**config.mk**
```make
export PLATFORM = sky130hd
export DESIGN_NAME = tff_mod_counter
export DESIGN_NICKNAME = d
export VERILOG_FILES = /design/src/rtl/tff_pkg.sv /design/src/rtl/t_ff_cell.sv /design/src/rtl/tff_mod_counter.sv
export SDC_FILE = /design/constraint.sdc
export NUM_CORES = 1
export LEC_CHECK = 0
export BUFFER_PORTS_ARGS = -buffer_cell sky130_fd_sc_hd__buf_2
export CELL_PAD_IN_SITES_DETAIL_PLACEMENT = 1
export CELL_PAD_IN_SITES_GLOBAL_PLACEMENT = 1
export CORE_MARGIN = 4
export CORE_UTILIZATION = 28
export CTS_BUF_LIST = sky130_fd_sc_hd__clkbuf_16
export CTS_CLUSTER_SIZE = 20
export DETAILED_ROUTE_END_ITERATION = 7
export PLACE_DENSITY_LB_ADDON = 0.1
export SLEW_MARGIN = 20
export SYNTH_ARGS = -nofsm -noshare
export SYNTH_HDL_FRONTEND = slang
export SYNTH_SLANG_ARGS = --single-unit
```
**constraint.sdc**
```tcl
create_clock -name clk -period 2.68 [get_ports clk]
set_input_delay 0.402 -clock clk [delete_from_list [all_inputs] [get_ports clk]]
set_output_delay 0.402 -clock clk [all_outputs]
set_load 0.01 [all_outputs]
```
**src/rtl/tff_pkg.sv**
```systemverilog
// Shared definitions for the T flip-flop modulo counter.
//   dir_e      : count direction encoding (matches the up_dn pin)
//   last_of    : terminal value helper, LAST = MODULUS-1
//   clamp_load : saturating clamp of a load value into 0..modulus-1
package tff_pkg;

   typedef enum logic {DIR_DOWN = 1'b0, DIR_UP = 1'b1} dir_e;

   function automatic int last_of(input int modulus);
      return modulus - 1;
   endfunction

   function automatic int clamp_load(input int val, input int modulus);
      return (val < modulus) ? val : modulus - 1;
   endfunction

endpackage

```
**src/rtl/t_ff_cell.sv**
```systemverilog
// Single-bit T flip-flop storage cell.
//   clk   : rising-edge clock
//   rst_n : asynchronous active-low reset, clears q
//   t     : toggle request, q inverts on the edge when high
//   q     : stored bit
module t_ff_cell (
   input  logic clk,
   input  logic rst_n,
   input  logic t,
   output logic q
);

   always_ff @(posedge clk or negedge rst_n) begin
      if (!rst_n)  q <= 1'b0;
      else if (t)  q <= ~q;
   end

endmodule

```
**src/rtl/tff_mod_counter.sv**
```systemverilog
// Modulo-MODULUS up/down counter whose state lives entirely in T flip-flops.
// Every state change (count, wrap, clear, load) is expressed as a toggle
// vector t = count ^ next feeding the cells.
//   clk, rst_n : clock, asynchronous active-low reset
//   en, up_dn  : count enable and direction (1 = up)
//   load       : synchronous load of load_val, clamped to MODULUS-1
//   clr        : synchronous clear (highest priority)
//   ovf_clr    : clears the sticky overflow flag
//   count      : registered count value
//   tc         : combinational terminal count (cascade enable)
//   wrap       : one-cycle strobe in the cycle after a wrap
//   ovf        : sticky overflow, set on every wrap
module tff_mod_counter
   import tff_pkg::*;
#(
   parameter int WIDTH   = 4,
   parameter int MODULUS = 10
) (
   input  logic             clk,
   input  logic             rst_n,
   input  logic             en,
   input  logic             up_dn,
   input  logic             load,
   input  logic [WIDTH-1:0] load_val,
   input  logic             clr,
   input  logic             ovf_clr,
   output logic [WIDTH-1:0] count,
   output logic             tc,
   output logic             wrap,
   output logic             ovf
);

   localparam int              LAST_I = last_of(MODULUS);
   localparam logic [WIDTH-1:0] LAST  = LAST_I[WIDTH-1:0];

   generate
      if (WIDTH < 2 || WIDTH > 16 || MODULUS < 2 || MODULUS > (1 << WIDTH)) begin : g_bad_param
         $error("tff_mod_counter: illegal WIDTH/MODULUS combination");
      end
   endgenerate

   dir_e             dir;
   logic [WIDTH-1:0] t;
   logic [WIDTH-1:0] t_up;
   logic [WIDTH-1:0] t_dn;
   logic [WIDTH-1:0] load_tgt;
   logic [WIDTH-1:0] wrap_tgt;

   assign dir = dir_e'(up_dn);

   assign tc = en & ~clr & ~load &
               ((up_dn & (count == LAST)) | (~up_dn & (count == '0)));

   // Ripple AND-chain: bit i toggles when all lower bits are 1 (up) or 0 (down).
   always_comb begin
      logic all_one;
      logic all_zero;
      t_up     = '0;
      t_dn     = '0;
      all_one  = 1'b1;
      all_zero = 1'b1;
      for (int i = 0; i < WIDTH; i++) begin
         t_up[i]  = all_one;
         t_dn[i]  = all_zero;
         all_one  = all_one  &  count[i];
         all_zero = all_zero & ~count[i];
      end
   end

   always_comb begin
      int clamped;
      clamped  = clamp_load(int'(load_val), MODULUS);
      load_tgt = clamped[WIDTH-1:0];
      wrap_tgt = (dir == DIR_UP) ? '0 : LAST;
   end

   // The AND-chain never leaves 0..LAST away from the terminal value, so the
   // modulo correction only needs to step in when tc is active.
   always_comb begin
      t = '0;
      if (clr)          t = count;
      else if (load)    t = count ^ load_tgt;
      else if (en) begin
         if (tc)        t = count ^ wrap_tgt;
         else           t = (dir == DIR_UP) ? t_up : t_dn;
      end
   end

   generate
      for (genvar gi = 0; gi < WIDTH; gi++) begin : g_cell
         t_ff_cell u_cell (
            .clk   (clk),
            .rst_n (rst_n),
            .t     (t[gi]),
            .q     (count[gi])
         );
      end
   endgenerate

   always_ff @(posedge clk or negedge rst_n) begin
      if (!rst_n) begin
         wrap <= 1'b0;
         ovf  <= 1'b0;
      end else begin
         wrap <= tc;
         if (tc)           ovf <= 1'b1;
         else if (ovf_clr) ovf <= 1'b0;
      end
   end

   a_count_range: assert property (@(posedge clk) disable iff (!rst_n) count <= LAST)
      else $error("tff_mod_counter: count out of range");

endmodule

```
==> impl_metrics.env, run 1 <==
export IMPL_status="finished with violations"
export IMPL_violations="hold timing"
export IMPL_ios=18
export IMPL_holdBufCountCts=0
export IMPL_wire_per_inst_um=14.0
export IMPL_clock_root_buffer="clkbuf_16"
export IMPL_crit_type="reg -> out"
export IMPL_core_area_sq_um=1370
export IMPL_htreeDepth=1
export IMPL_top_usage_layer="met2"
export IMPL_syn2layout_area_growth_pct=31.5
export IMPL_vias_per_cell=5.04
export IMPL_synth_main_ff_cell="dfrtp_1"
export IMPL_fin_hold_ws_ps=-2.54
export IMPL_cp_cell_sequence="or3_4 -> a211oi_4 -> buf_2"
export IMPL_antenna_found_initial=0
export IMPL_cp_max_fo=9
export IMPL_drv_slew=0
export IMPL_pwr_share_clk_pct=60.0
export IMPL_combPwrFrac_pct=13.2
export IMPL_rsz0062_at_grt="false"
export IMPL_track_usage_pct=11.9
export IMPL_start_kind="register"
export IMPL_synth_async_reset_ratio_pct=100
export IMPL_grtUsageMet2_pct=17.1
export IMPL_cp_top_family="flip-flops"
export IMPL_synth_edf_count=0
export IMPL_cts_buffers=3
export IMPL_dr_pass1_iters=3
export IMPL_fin_util_pct=40.9
export IMPL_drt_wl_total_mm=1.07
export IMPL_slowest_delay_ps=460
export IMPL_cts_resized=0
export IMPL_port_buffers=17
export IMPL_peakVddDrop_v=0.000432
export IMPL_die_area_sq_um=2210
export IMPL_grt_max_degree=10
export IMPL_syn_instance_count=47
export IMPL_start_util_pct=31.1
export IMPL_ys_ff_latch=6
export IMPL_cp_required_ps=2280
export IMPL_use_met3_pct=3.45
export IMPL_drive_gt1_share_pct=39.3
export IMPL_maxCapViolCount=0
export IMPL_p_leak_nw=0.273
export IMPL_period_minus_slack_ps=2060
export IMPL_finalCritPeriodShare_pct=77.0
export IMPL_tightest_slew_ps=300
export IMPL_drt_iter0_drc=1
export IMPL_synth_avg_cell_area_sq_um=9.05
export IMPL_tns_ps=0
export IMPL_swShare_pct=21.0
export IMPL_relSlewSlack_pct=79.9
export IMPL_final_common_cell="buf_2"
export IMPL_cts_buffer_depth=2
export IMPL_clk_pin_slew_ps=30
export IMPL_r2r_slack_ps=1090
export IMPL_timing_rr_end="g_cell[1].u_cell.q"
export IMPL_ys_types=29
export IMPL_setup_viol=0
export IMPL_syn_num_nets=58
export IMPL_die_height_um=47.0
export IMPL_drc_errors=0
export IMPL_ys_seq_area_share_pct=35.3
export IMPL_clk_latency_ps=220
export IMPL_ff2ff_path_depth=4
export IMPL_crit_slowest_cell="dfrtp_1"
export IMPL_place_congestion=0.693
export IMPL_p_switching_w=0.0000832
export IMPL_hp_class="in -> async"
export IMPL_fin_skew_ps=1.61
export IMPL_hold_violations=6
export IMPL_use_met1_pct=16.6
export IMPL_max_freq_mhz=485
export IMPL_crit_buf_inv=1
export IMPL_worstPathArrival_ps=1660
export IMPL_final_nets=74
export IMPL_clock_sinks=6
export IMPL_seqPwrFrac_pct=26.9
export IMPL_grt_pass1_vias=375
export IMPL_final_cell_mix="17 x buf_2, 6 x dfrtp_1, 3 x nor2_1, 3 x a21oi_1, 3 x clkbuf_16"
export IMPL_fillers=173
export IMPL_grt_pass1_wl_mm=1.78
export IMPL_via_count=383
export IMPL_fp_row_count=13
export IMPL_cts_tree="built"
export IMPL_insertedDiodeCount=0
export IMPL_ant_nets=0
export IMPL_grt_overflow_total=0
export IMPL_synth_warnings=0
export IMPL_powerDensity_nw_per_um2=708
export IMPL_r2r_start="g_cell[0].u_cell.q"
export IMPL_p_int_w=0.000313
export IMPL_cts_setup_buffers=0
export IMPL_worstSetupEndpointType="output pin"
export IMPL_syn_area_sq_um=425
export IMPL_die_w_um=47.0
metrics by stage:
step / std cells / hold WS [ps] / power (W) / setup WS (ps) / instance area [sq um]
global placement: 73 / 231 / 0.000161 / 868 / 484
global route: 76 / 10.7 / 0.000418 / 513 / 559
CTS: 76 / 0.537 / 0.000403 / 608 / 559
floorplan: 47 / 106 / 0.000145 / 1050 / 425
detailed placement: 73 / 235 / 0.000161 / 856 / 484
finish: 76 / -2.54 / 0.000396 / 618 / 559
worst max-delay path by stage:
stage,start,end,cells past startpoint,slack [ps]
2_1_floorplan,g_cell[0].u_cell.q,tc,3,1050
3_3_place_gp,up_dn,tc,4,870
3_5_place_dp,g_cell[0].u_cell.q,tc,3,860
4_1_cts,g_cell[0].u_cell.q,tc,3,610
5_1_grt,g_cell[0].u_cell.q,tc,3,510
6_report,g_cell[0].u_cell.q,tc,3,620
power by group through the flow:
| stage | logic (W) | clock network, W | registers (W) |
|---|---|---|---|
| after global placement | 0.0000531 | 0 | 0.000108 |
| after global routing | 0.0000592 | 0.000251 | 0.000108 |
| after floorplan | 0.0000416 | 0 | 0.000104 |
| after CTS | 0.0000535 | 0.000243 | 0.000107 |
| final | 0.0000522 | 0.000238 | 0.000106 |
| after detailed placement | 0.0000527 | 0 | 0.000108 |
layer usage:
layer  share of wire (%)  vias to the layer above  routed length, um
li1                    -                      192                  -
met1                  48                      175                511
met2                  45                       14                477
met3                 6.0                        2                 64
met4                 1.1                        0                 12
met5                   0                        -                  0
synth_stat cells, types with 2 or more instances:
cell      n  area share, %
or3_1     2            2.9
nand2_1   2            1.8
nand2b_1  2            2.9
a31oi_1   2            2.9
dfrtp_1   6             35
o21ai_0   2            2.4
nor2_1    3            2.6
inv_1     2            1.8
a21oi_1   3            3.5
buf_4     4            7.1
registers in the layout, indices dropped and copies added (netlist names):
| register | cells |
|---|---|
| g_cell.u_cell.q | 4 |
| ovf | 1 |
| wrap | 1 |
cell families after synthesis:
kind of cell | count (synthesis) | synth area share (%)
and+or+nand+nor | 18 | 25.0
DFF | 6 | 35.3
xor gates and xnor gates | 2 | 4.12
buffers and inverters | 8 | 12.4
AOI/OAI and AO/OA | 12 | 20.9
muxes | 1 | 2.35
final cells by class:
| class | instances | area (sq um) | area share (%) |
|---|---|---|---|
| multi-input cells | 33 | 223 | 39.8 |
| flip-flops and latches | 6 | 150 | 26.8 |
| repair buffers | 17 | 85.1 | 15.2 |
| clock buffers | 3 | 75.1 | 13.4 |
| well taps | 15 | 18.8 | 3.36 |
| inverters | 2 | 7.51 | 1.34 |
Power figures use the tool's default switching activity.
==> run 2, diff against run 1 <==
- clock period: 2.68 -> 1.7 ns (I/O delays scaled with it)
==> run 2 against run 1 <==
Compared with the run above: the run now ends clean; non-clock buffer count up 8; die area unchanged; final cell count up 11%; worst setup slack worse by 570 ps; critical path depth unchanged; register-to-register slack worse by 940 ps; global-route usage up 1.5 points; sequential share of layout area down 2.7 points; sequential cell count unchanged; design area up 12%; first-iteration DRC count rose to 3.0 times the previous value; sequential power up 51%; largest cell class unchanged; highest routed layer unchanged.
==> impl_metrics.env, run 2 (synthesis gave the netlist of run 1 again) <==
export IMPL_status="finished clean"
export IMPL_drc_errors=0
export IMPL_grt_pass1_wl_mm=2.03
export IMPL_fin_util_pct=46.0
export IMPL_grt_overflow_total=0
export IMPL_syn2layout_area_growth_pct=47.6
export IMPL_final_nets=82
export IMPL_finalCritPeriodShare_pct=97.2
export IMPL_track_usage_pct=13.5
export IMPL_setup_viol=0
export IMPL_instances_no_fill=84
export IMPL_cp_max_fo=2
export IMPL_drv_slew=0
export IMPL_port_buffers=17
export IMPL_rsz0062_at_grt="false"
export IMPL_maxCapViolCount=0
export IMPL_peakVddDrop_v=0.000512
export IMPL_pwr_share_clk_pct=58.1
export IMPL_largest_registers="g_cell.u_cell.q x4, ovf x1, wrap x1"
export IMPL_dp_cells=76
export IMPL_dr_pass1_iters=4
export IMPL_drt_iter0_drc=3
export IMPL_hp_class="in -> reg"
export IMPL_fin_ws_ps=48.1
export IMPL_ios=18
export IMPL_fp_row_count=13
export IMPL_via_count=427
export IMPL_insertedDiodeCount=0
export IMPL_tns_ps=0
export IMPL_hold_violations=0
export IMPL_cts_tree="built"
export IMPL_dp_slack_ps=195
export IMPL_ff2ff_path_depth=6
export IMPL_grt_pass1_vias=440
export IMPL_start_kind="register"
export IMPL_p_int_w=0.000513
export IMPL_p_switching_w=0.000146
export IMPL_clk_latency_ps=230
export IMPL_worstPathArrival_ps=1400
export IMPL_crit_type="reg -> out"
export IMPL_core_area_sq_um=1370
export IMPL_place_hpwl_um=911
export IMPL_cts_buffer_depth=2
export IMPL_clk_pin_slew_ps=40
export IMPL_cts_buffers=3
export IMPL_worstSetupEndpointType="output pin"
export IMPL_die_w_um=47.0
export IMPL_clock_sinks=6
export IMPL_timing_rr_end="g_cell[2].u_cell.q"
export IMPL_seqPwrFrac_pct=24.3
export IMPL_clock_root_buffer="clkbuf_16"
export IMPL_p_leak_nw=0.313
export IMPL_startpoint="g_cell[0].u_cell.q"
export IMPL_antenna_found_initial=0
export IMPL_largest_register="g_cell.u_cell.q"
export IMPL_period_minus_slack_ps=1650
export IMPL_relSlewSlack_pct=81.0
export IMPL_swShare_pct=22.1
export IMPL_drt_wl_total_mm=1.22
export IMPL_vias_per_cell=5.08
export IMPL_final_common_cell="buf_2"
export IMPL_drive_gt1_share_pct=47.8
export IMPL_combPwrFrac_pct=17.6
export IMPL_wire_per_inst_um=14.5
export IMPL_cp_required_ps=1440
export IMPL_r2r_start="g_cell[0].u_cell.q"
export IMPL_r2r_slack_ps=150
export IMPL_final_cell_mix="17 x buf_2, 7 x buf_4, 5 x dfrtp_1"
export IMPL_tightest_slew_ps=282
export IMPL_die_height_um=47.0
export IMPL_grt_max_degree=10
export IMPL_ant_nets=0
export IMPL_max_freq_mhz=605
export IMPL_htreeDepth=1
export IMPL_powerDensity_nw_per_um2=1050
export IMPL_place_congestion=0.684
export IMPL_largest_register_ffs=4
export IMPL_cp_endpoint="tc"
export IMPL_fin_skew_ps=3.92
export IMPL_die_area_sq_um=2210
export IMPL_start_util_pct=31.1
-- run 2: cell count changes in the layout (fill, tap and decap cells not counted), sizes merged --
cell / previous run / this run
buf: 17 / 24
dlygate4sd3: 0 / 1
-- run 2: critical path, stage by stage (launching register included) --
cell and delay, ps:
dfrtp_1 360, or3_4 390, a211oi_4 240, buf_2 170
-- run 2: per-layer routing --
layer  track usage (%)  part of all wire, %  up-vias  routed length (um)
li1                  -                    -      208                   -
met1              16.4                   47      197                 578
met2              21.1                   43       17                 528
met3              2.30                  6.0        5                  73
met4              9.94                  3.4        0                  41
met5                 0                    0        -                   0
-- run 2: final cells by class --
cell class	instances	area, sq um
Tap cell	15	18.8
Clock buffer	3	75.1
Inverter	2	7.51
Fill cell	171	738
Multi-Input combinational cell	33	228
Timing Repair Buffer	25	148
Sequential cell	6	151
-- run 2: worst min path at each step --
stage                     startpoint                  to  slack [ps]  cells after the start
after global routing             clr  g_cell[0].u_cell.q         280                      2
final                            clr  g_cell[0].u_cell.q         260                      2
after global placement         rst_n  g_cell[2].u_cell.q          80                      1
after floorplan                rst_n  g_cell[0].u_cell.q         -40                      0
after CTS                        clr  g_cell[0].u_cell.q         250                      2
after detailed placement       rst_n  g_cell[2].u_cell.q          80                      1
-- run 2: what timing repair did --
action	4_1_cts	5_1_grt
hold buffers	1	0
setup endpoints to repair	1	1
hold endpoints to repair	6	0
buffers inserted	2	2
gates resized for setup	1	1
-- run 2: per-stage QoR --
stage | power (W) | cell area [sq um] | hold slack, ps
2_1_floorplan | 0.000229 | 425 | -40.6
5_1_grt | 0.000694 | 628 | 280
4_1_cts | 0.000662 | 608 | 253
3_3_place_gp | 0.000261 | 507 | 83.8
3_5_place_dp | 0.000261 | 507 | 82.6
6_report | 0.000659 | 628 | 261
-- run 2: power by group through the flow --
stage	sequential [W]	clock, W	combinational [W]
after floorplan	0.000164	0	0.0000656
after global placement	0.000167	0	0.0000942
after detailed placement	0.000167	0	0.0000946
after CTS	0.000162	0.000393	0.000107
after global routing	0.000161	0.000404	0.000128
final	0.000160	0.000383	0.000116
==> run 3, diff against run 2 <==
--- a/config.mk
+++ b/config.mk
@@ -15,4 +15,5 @@
 export DETAILED_ROUTE_END_ITERATION = 7
 export PLACE_DENSITY_LB_ADDON = 0.1
+export REMOVE_ABC_BUFFERS = 1
 export SLEW_MARGIN = 20
 export SYNTH_ARGS = -nofsm -noshare
==> constraint.sdc (replaced) <==
create_clock -name clk -period 1.7 [get_ports clk]
set_input_delay 0.255 -clock clk [delete_from_list [all_inputs] [get_ports clk]]
set_output_delay 0.255 -clock clk [all_outputs]
set_load 0.005 [all_outputs]
==> run 3 against run 2 <==
Compared with the run above: sequential cell count unchanged; clock power down 1%; design area down 4.8%; final cell count down 4.8%; non-clock buffer count down 4; register-to-register slack better by 20 ps; clock skew down 3.8 ps; largest power group unchanged; critical path type unchanged.
==> impl_metrics.env, run 3 (synthesis gave the netlist of run 1 again) <==
export IMPL_powerDensity_nw_per_um2=1060
export IMPL_grt_pass1_wl_mm=1.75
export IMPL_antenna_found_initial=0
export IMPL_fin_hold_ws_ps=251
export IMPL_worstPathArrival_ps=1390
export IMPL_clk_pin_slew_ps=30
export IMPL_cp_cell_sequence="or3_4 -> a211oi_4 -> buf_2"
export IMPL_drc_errors=0
export IMPL_cts_tree="built"
export IMPL_fp_row_count=13
export IMPL_fin_skew_ps=0.150
export IMPL_final_nets=78
export IMPL_relSlewSlack_pct=78.9
export IMPL_die_height_um=47.0
export IMPL_ff2ff_path_depth=5
export IMPL_htreeDepth=1
export IMPL_start_kind="register"
export IMPL_rsz0062_at_grt="false"
export IMPL_dr_pass1_iters=4
export IMPL_tns_ps=0
export IMPL_tightest_slew_ps=312
export IMPL_cp_top_family="flip-flops"
export IMPL_drv_slew=0
export IMPL_grt_overflow_total=0
export IMPL_drt_wl_total_mm=1.15
export IMPL_setup_viol=0
export IMPL_final_cell_mix="17 x buf_2, 5 x dfrtp_1"
export IMPL_holdPathEnd="g_cell[0].u_cell.q"
export IMPL_r2r_start="g_cell[0].u_cell.q"
export IMPL_final_common_cell="buf_2"
export IMPL_hold_violations=0
export IMPL_drive_gt1_share_pct=44.6
export IMPL_timing_rr_end="g_cell[3].u_cell.q"
export IMPL_r2r_slack_ps=170
export IMPL_cts_buffer_depth=2
export IMPL_ios=18
export IMPL_core_area_sq_um=1370
export IMPL_syn2layout_area_growth_pct=40.6
export IMPL_peakVddDrop_v=0.000463
export IMPL_clk_latency_ps=230
export IMPL_largest_register_ffs=4
export IMPL_cts_buffers=3
export IMPL_p_leak_nw=0.292
export IMPL_die_area_sq_um=2210
export IMPL_insertedDiodeCount=0
export IMPL_period_minus_slack_ps=1640
export IMPL_start_util_pct=31.1
export IMPL_place_congestion=0.720
export IMPL_vias_per_cell=5.13
export IMPL_cp_required_ps=1440
export IMPL_hold_path_startpoint="clr"
export IMPL_fillers=176
export IMPL_drt_iter0_drc=3
export IMPL_max_freq_mhz=609
export IMPL_clock_root_buffer="clkbuf_16"
export IMPL_grt_max_degree=10
export IMPL_cp_max_fo=8
export IMPL_via_count=410
export IMPL_die_w_um=47.0
export IMPL_grt_pass1_vias=399
export IMPL_ant_nets=0
export IMPL_finalCritPeriodShare_pct=96.6
export IMPL_worstSetupEndpointType="output pin"
export IMPL_crit_slowest_cell="dfrtp_2"
export IMPL_largest_registers="g_cell.u_cell.q x4, ovf x1, wrap x1"
export IMPL_clock_sinks=6
export IMPL_slowest_delay_ps=440
export IMPL_track_usage_pct=12.0
export IMPL_hp_class="in -> reg"
export IMPL_largest_register="g_cell.u_cell.q"
export IMPL_crit_buf_inv=1
export IMPL_wire_per_inst_um=14.3
export IMPL_status="finished clean"
export IMPL_crit_type="reg -> out"
export IMPL_port_buffers=17
export IMPL_place_hpwl_um=878
export IMPL_hold_path_depth=2
export IMPL_maxCapViolCount=0
-- run 3: cell count changes in the layout (fill, tap and decap cells not counted) --
cell and change:
buf_4 -4
-- run 3: timing repair --
item                                    4_1_cts  5_1_grt
hold buffers                                  1        0
setup buffers                                 1        1
resized for setup                             0        2
endpoints found under the setup margin        1        1
pin swaps                                     1        0
hold endpoints to repair                      6        0
-- run 3: layout make-up --
type / instances / area, sq um / share of cell area (%)
repair buffers: 21 / 118 / 19.7
multi-input cells: 33 / 228 / 38.1
clock buffers: 3 / 75.1 / 12.6
well taps: 15 / 18.8 / 3.14
inverters: 2 / 7.51 / 1.26
flip-flops and latches: 6 / 151 / 25.3
-- run 3: worst max path at each step --
stage	depth (start not counted)	slack [ps]	from	endpoint
floorplan	4	200	g_cell[0].u_cell.q	g_cell[2].u_cell.q
global route	3	2	g_cell[1].u_cell.q	tc
finish	3	60	g_cell[1].u_cell.q	tc
detailed placement	3	130	g_cell[3].u_cell.q	tc
CTS	3	20	g_cell[3].u_cell.q	tc
global placement	5	160	g_cell[0].u_cell.q	g_cell[3].u_cell.q
-- run 3: routing by layer --
layer	part of all wire, %	GRT usage [%]	wire, um
met1	47	14.4	539
met2	44	17.9	507
met3	7.9	3.07	91
met4	0.61	9.94	7
met5	0	0	0
-- run 3: power breakdown --
part	switching, W	internal [W]	leakage [nW]
combinational	0.0000478	0.0000485	0.176
sequential	0.00000929	0.000153	0.0788
clock	0.0000762	0.000302	0.0370
total	0.000133	0.000503	0.292
-- run 3: per-stage QoR --
step	cells	instance area, sq um	utilization, %	setup slack [ps]	total power [W]
6_report	80	598	43.8	58.1	0.000637
5_1_grt	80	598	43.8	2.45	0.000673
4_1_cts	79	584	42.8	20.6	0.000643
3_5_place_dp	74	492	36.0	130	0.000253
3_3_place_gp	74	492	36.0	164	0.000252
2_1_floorplan	41	380	-	197	0.000208
